## src/rtl/alu_seq.sv

```systemverilog
// Registered ALU with valid/ready handshake; single-cycle ops plus an iterative signed multiply.
// Optional multiplier (MUL state, shift-add datapath) is built only when ALU_MULT_EN is defined.
module alu_seq #(
    parameter int unsigned NB_DATA = 8,
    parameter int unsigned NB_OP   = 6
) (
    input  logic               i_clk,
    input  logic               i_reset,
    input  logic               i_valid,
    output logic               o_ready,
    input  logic [NB_DATA-1:0] i_data_a,
    input  logic [NB_DATA-1:0] i_data_b,
    input  logic [NB_OP-1:0]   i_operation_code,
    output logic               o_valid,
    output logic [NB_DATA-1:0] o_result,
    output logic               o_overflow,
    output logic               o_zero
);

    localparam logic [NB_OP-1:0] OP_ADD  = NB_OP'(6'b100000);
    localparam logic [NB_OP-1:0] OP_SUB  = NB_OP'(6'b100010);
    localparam logic [NB_OP-1:0] OP_AND  = NB_OP'(6'b100100);
    localparam logic [NB_OP-1:0] OP_OR   = NB_OP'(6'b100101);
    localparam logic [NB_OP-1:0] OP_XOR  = NB_OP'(6'b100110);
    localparam logic [NB_OP-1:0] OP_NOR  = NB_OP'(6'b100111);
    localparam logic [NB_OP-1:0] OP_SLL  = NB_OP'(6'b000000);
    localparam logic [NB_OP-1:0] OP_SRL  = NB_OP'(6'b000010);
    localparam logic [NB_OP-1:0] OP_SRA  = NB_OP'(6'b000011);
    localparam logic [NB_OP-1:0] OP_SLT  = NB_OP'(6'b101010);
    localparam logic [NB_OP-1:0] OP_SLTU = NB_OP'(6'b101011);

    logic               ready_q, ready_d;
    logic               valid_q, valid_d;
    logic [NB_DATA-1:0] result_q, result_d;
    logic               ovf_q, ovf_d;
    logic               zero_q, zero_d;

    logic               accept_c;
    logic               shift_big_c;
    logic [NB_DATA-1:0] alu_r_c;
    logic               alu_ovf_c;

    assign accept_c    = i_valid && ready_q;
    assign shift_big_c = (i_data_b >= NB_DATA'(NB_DATA));

    // Single-cycle operations, evaluated straight from the request inputs
    always_comb begin
        alu_r_c   = '0;
        alu_ovf_c = 1'b0;
        case (i_operation_code)
            OP_ADD: begin
                alu_r_c   = i_data_a + i_data_b;
                alu_ovf_c = (i_data_a[NB_DATA-1] == i_data_b[NB_DATA-1]) &&
                            (alu_r_c[NB_DATA-1] != i_data_a[NB_DATA-1]);
            end
            OP_SUB: begin
                alu_r_c   = i_data_a - i_data_b;
                alu_ovf_c = (i_data_a[NB_DATA-1] != i_data_b[NB_DATA-1]) &&
                            (alu_r_c[NB_DATA-1] != i_data_a[NB_DATA-1]);
            end
            OP_AND:  alu_r_c = i_data_a & i_data_b;
            OP_OR:   alu_r_c = i_data_a | i_data_b;
            OP_XOR:  alu_r_c = i_data_a ^ i_data_b;
            OP_NOR:  alu_r_c = ~(i_data_a | i_data_b);
            OP_SLL:  alu_r_c = shift_big_c ? '0 : (i_data_a << i_data_b);
            OP_SRL:  alu_r_c = shift_big_c ? '0 : (i_data_a >> i_data_b);
            OP_SRA:  alu_r_c = shift_big_c ? {NB_DATA{i_data_a[NB_DATA-1]}}
                                           : NB_DATA'($signed(i_data_a) >>> i_data_b);
            OP_SLT:  alu_r_c = NB_DATA'($signed(i_data_a) < $signed(i_data_b));
            OP_SLTU: alu_r_c = NB_DATA'(i_data_a < i_data_b);
            default: ;
        endcase
    end

`ifdef ALU_MULT_EN
    localparam logic [NB_OP-1:0] OP_MULT = NB_OP'(6'b011000);
    localparam int unsigned      NB_PROD = 2 * NB_DATA;
    localparam int unsigned      NB_CNT  = $clog2(NB_DATA);
    localparam logic [NB_CNT-1:0] LAST   = NB_CNT'(NB_DATA - 1);

    typedef enum logic {S_IDLE, S_MUL} state_t;

    state_t             state_q, state_d;
    logic [NB_PROD-1:0] acc_q, acc_d;
    logic [NB_PROD-1:0] mcand_q, mcand_d;
    logic [NB_DATA-1:0] mplier_q, mplier_d;
    logic [NB_CNT-1:0]  cnt_q, cnt_d;
    logic [NB_PROD-1:0] addend_c;
    logic [NB_PROD-1:0] acc_next_c;

    // Multiplier sign bit carries weight -2^(N-1), so the last partial product is subtracted
    assign addend_c   = !mplier_q[0]     ? '0 :
                        (cnt_q == LAST)  ? -mcand_q : mcand_q;
    assign acc_next_c = acc_q + addend_c;

    always_comb begin
        state_d  = state_q;
        ready_d  = 1'b1;
        valid_d  = 1'b0;
        result_d = result_q;
        ovf_d    = ovf_q;
        zero_d   = zero_q;
        acc_d    = acc_q;
        mcand_d  = mcand_q;
        mplier_d = mplier_q;
        cnt_d    = cnt_q;
        case (state_q)
            S_IDLE: begin
                if (accept_c) begin
                    if (i_operation_code == OP_MULT) begin
                        state_d  = S_MUL;
                        ready_d  = 1'b0;
                        acc_d    = '0;
                        mcand_d  = NB_PROD'($signed(i_data_a));
                        mplier_d = i_data_b;
                        cnt_d    = '0;
                    end else begin
                        valid_d  = 1'b1;
                        result_d = alu_r_c;
                        ovf_d    = alu_ovf_c;
                        zero_d   = (alu_r_c == '0);
                    end
                end
            end
            S_MUL: begin
                acc_d    = acc_next_c;
                mcand_d  = mcand_q << 1;
                mplier_d = mplier_q >> 1;
                cnt_d    = cnt_q + NB_CNT'(1);
                if (cnt_q == LAST) begin
                    state_d  = S_IDLE;
                    valid_d  = 1'b1;
                    result_d = acc_next_c[NB_DATA-1:0];
                    ovf_d    = (acc_next_c[NB_PROD-1:NB_DATA] != {NB_DATA{acc_next_c[NB_DATA-1]}});
                    zero_d   = (acc_next_c[NB_DATA-1:0] == '0);
                end else begin
                    ready_d = 1'b0;
                end
            end
        endcase
    end

    always_ff @(posedge i_clk) begin
        if (i_reset) begin
            state_q  <= S_IDLE;
            acc_q    <= '0;
            mcand_q  <= '0;
            mplier_q <= '0;
            cnt_q    <= '0;
        end else begin
            state_q  <= state_d;
            acc_q    <= acc_d;
            mcand_q  <= mcand_d;
            mplier_q <= mplier_d;
            cnt_q    <= cnt_d;
        end
    end
`else
    // Every accepted opcode (MULT included) completes in one cycle
    always_comb begin
        ready_d  = 1'b1;
        valid_d  = 1'b0;
        result_d = result_q;
        ovf_d    = ovf_q;
        zero_d   = zero_q;
        if (accept_c) begin
            valid_d  = 1'b1;
            result_d = alu_r_c;
            ovf_d    = alu_ovf_c;
            zero_d   = (alu_r_c == '0);
        end
    end
`endif

    always_ff @(posedge i_clk) begin
        if (i_reset) begin
            ready_q  <= 1'b1;
            valid_q  <= 1'b0;
            result_q <= '0;
            ovf_q    <= 1'b0;
            zero_q   <= 1'b0;
        end else begin
            ready_q  <= ready_d;
            valid_q  <= valid_d;
            result_q <= result_d;
            ovf_q    <= ovf_d;
            zero_q   <= zero_d;
        end
    end

    assign o_ready    = ready_q;
    assign o_valid    = valid_q;
    assign o_result   = result_q;
    assign o_overflow = ovf_q;
    assign o_zero     = zero_q;

endmodule

```

## config.mk

```make
export PLATFORM = sky130hd
export DESIGN_NAME = alu_seq
export DESIGN_NICKNAME = d
export VERILOG_FILES = /design/src/rtl/alu_seq.sv
export SDC_FILE = /design/constraint.sdc
export NUM_CORES = 1
export LEC_CHECK = 0
export CAP_MARGIN = 20
export CORE_MARGIN = 10
export CORE_UTILIZATION = 45
export DETAILED_ROUTE_END_ITERATION = 16
export PLACE_DENSITY = 0.71
export SLEW_MARGIN = 20
export SYNTH_ARGS = -nofsm -noshare
export SYNTH_HDL_FRONTEND = slang
export SYNTH_SLANG_ARGS = --single-unit
```

## constraint.sdc

```tcl
create_clock -name i_clk -period 3.3 [get_ports i_clk]
set_input_delay 0.99 -clock i_clk [delete_from_list [all_inputs] [get_ports i_clk]]
set_output_delay 0.99 -clock i_clk [all_outputs]
set_load 0.05 [all_outputs]
```

==> impl_metrics.csv <==
group,metric,value,unit
power_and_ir_drop,power_density,201,nW/um^2
floorplanning,start_util,0.471,
floorplanning,row_count,26,
clock_tree,cts_tree,"yes",
timing,setup_viol,0,
routing,drcViolationCount,0,
yosys,synth_ff_type,"dfxtp_1",
worst_hold_path,hp-class,"flop to flop",
final_layout,nets,499,
clock_tree,cts_hold_buf,0,
place,place_inst,509,
worst_setup_path,critPathLaunch,"i_data_b[3]",
final_layout,finalNonFillerCells,517,
timing,maxSlewViolCount,0,
clock_tree,cts-root-buf,"clkbuf_8",
routing,dr.pass1.iters,5,
yosys,ys_ff_latch,11,
clock_tree,cts.clk_slew.worst_paths,50,ps
routing,post_drt_wl_per_cell,17.4,um
worst_setup_path,crit_path_cell_trace,"clkdlybuf4s50_1 > inv_1 > buf_4 > ha_1 > nor2b_1 > a21o_1 > nor3_2 > xnor2_1 > o22ai_2 > nor4b_2 > and4_1 > a31o_1",
clock_tree,clockBufferDepth,2,
yosys,yosys_warnings,0,
worst_setup_path,required,3480,ps
yosys,async_reset_ff_frac,0,
timing,fin_crit,3180,ps
timing,tightest_slew,506,ps
yosys,syn_area_per_cell,7.39,sq um
worst_setup_path,start_kind,"input pin",
timing,fmax,314,MHz
clock_tree,numCtsBuffers,3,
routing,viasPerCell,5.78,
floorplanning,core_area,5200,sq um
place,post-place-ws,-516,ps
yosys,synth_top_cell_area_share,0.122,
worst_setup_path,cp.arrival,3360,ps
yosys,synth_edf_count,0,
global_route,overflow,0,
global_route,grt_pass1_wl,14000,um
worst_setup_path,cp_slowest_cell,"clkdlybuf4s50_1",
yosys,yosys.area.top_type,"ha_1",
clock_tree,cts_sinks,11,
power_and_ir_drop,p_leak,1.70,nW
place,place_hpwl,7510,um
final_layout,antenna-diode-count,0,
routing,drt_wl_total,8990,um
floorplanning,design.die.area,8800,sq um
yosys,synth_area,2450,sq um
final_layout,drive_gt1_frac,0.327,
timing,relSlewSlack,0.662,
worst_setup_path,path_max_fanout,2,
job,maxCapViolCount,0,
yosys,synth_cell_type_count,69,
timing,setup_ws,117,ps
routing,ant_nets,0,
global_route,antenna_found_initial,0,
place,io_buffer_count,35,
floorplanning,io_pins,37,
timing,hold_viol,0,
global_route,track_usage,0.195,
timing,period_share,0.965,
timing,skew,0,ps
floorplanning,die_y,93.8,um
global_route,grt_max_degree,25,
clock_tree,clk_latency,230,ps
global_route,grt_pass1_vias,2826,
worst_hold_path,hold_start,"o_overflow",
floorplanning,chipWidth,93.8,um
worst_setup_path,crit_path_end_kind,"flop",
yosys,netlist_instances,332,
clock_tree,htreeDepth,1,
worst_setup_path,r2r_slack,2570,ps
routing,first_iter_violations,277,
final_layout,area_growth,50.9,%
status,outcome,"finished clean",
yosys,synth_area_leaders,"ha_1, dfxtp_1, mux2i_1",
yosys,ys_seq_area_frac,0.0898,
place,gp_congestion,0.949,
power_and_ir_drop,peakVddDrop,0.168,mV
timing,rsz0062_at_grt,"false",
worst_setup_path,max_stage_delay,510,ps
routing,vias,2986,
worst_setup_path,rr_startpoint,"o_zero",
worst_setup_path,critPathKind,"input pin to flop",
yosys,syn-num-nets,383,
power breakdown:
| group | switching (mW) | leakage (nW) | internal, mW |
|---|---|---|---|
| clock network | 0.0453 | 0.0228 | 0.0844 |
| registers | 0.00341 | 0.0906 | 0.141 |
| logic | 0.250 | 1.58 | 0.218 |
| total | 0.299 | 1.70 | 0.444 |
cell type report:
class | count | area (sq um)
clock buffer | 4 | 45.0
inverter | 25 | 95.1
timing repair buffer | 131 | 1100
multi-input combinational | 276 | 2150
tap | 70 | 87.6
sequential | 11 | 220
fill | 442 | 1510
placed cells by master, fill, tap and decap left out, types with 4 or more instances in the layout:
cell type	n
buf_4	94
and3_1	6
clkdlybuf4s50_1	26
xnor2_1	8
mux2i_1	13
a31oi_1	8
nand2_1	24
mux4_2	4
a211oi_1	10
o211ai_1	6
a21o_1	4
nor2b_1	8
nand2b_1	4
nor3_1	7
nand3_1	11
dfxtp_1	11
ha_1	18
nor2_1	29
o21ai_0	15
dlymetal6s2s_1	5
inv_1	19
mux2_2	5
a21oi_1	18
inv_2	5
registers in the layout (all words and copies together), names as in the netlist:
name / count
o_result: 8
o_valid: 1
o_overflow: 1
o_zero: 1
through the flow:
stage	setup TNS, ps	hold slack [ps]	power [mW]	area, sq um	util
floorplan	0	695	0.394	2450	-
global placement	-1890	459	0.585	3510	0.675
detailed placement	-2510	467	0.591	3510	0.675
CTS	0	476	0.732	3610	0.694
global route	0	506	0.792	3700	0.711
finish	0	474	0.743	3700	0.711
per-layer routing:
layer | part of all wire | global-route usage
met1 | 0.42 | 0.239
met2 | 0.49 | 0.353
met3 | 0.060 | 0.0168
met4 | 0.026 | 0.0544
met5 | 0 | 0
synth_stat cells (3+ instances only):
cell / number
mux4_2: 4
o2111ai_1: 3
buf_2: 7
a31oi_1: 8
o21bai_1: 3
xnor2_1: 8
nor2b_1: 8
nand3_1: 11
and2_1: 3
nor2_1: 30
nor3_1: 8
or3_1: 3
a21o_1: 4
o211ai_1: 6
inv_2: 3
clkbuf_1: 9
o22ai_1: 4
buf_4: 3
o21ai_0: 16
ha_1: 24
nor3b_1: 3
dfxtp_1: 11
nand2b_1: 4
mux2_2: 5
a21oi_1: 20
a211oi_1: 11
and3_1: 6
nand2_1: 24
nand4_1: 3
mux2i_1: 13
inv_1: 21
cell families after synthesis:
logic type,share of synthesized area
AND/OR/NAND/NOR,0.271
AO/OA/AOI/OAI,0.268
buffers and inverters,0.0770
adder cells (fa/ha/maj),0.139
multiplexers,0.117
flip-flops,0.0898
XOR/XNOR,0.0357
other,0.00153
critical path, delay by kind of cell:
kind	cells	cell delay, ps
xor gates and xnor gates	1	210
buffers and inverters	3	770
adders and majority gates	1	200
AOI/OAI and AO/OA	3	480
and+or+nand+nor	4	700
final timing paths:
kind,endpoint,cells after the start
worst max-delay path,o_zero,12
worst min-delay path,o_overflow,2
worst max register to register,o_zero,2
worst min register to register,o_overflow,2
timing repair:
action / in CTS / in global routing
pin swaps: 8 / 7
buffers inserted: 2 / 2
resized for setup: 15 / 21
endpoints found under the setup margin: 5 / 6
No activity file was read; power rests on OpenSTA's default activity.
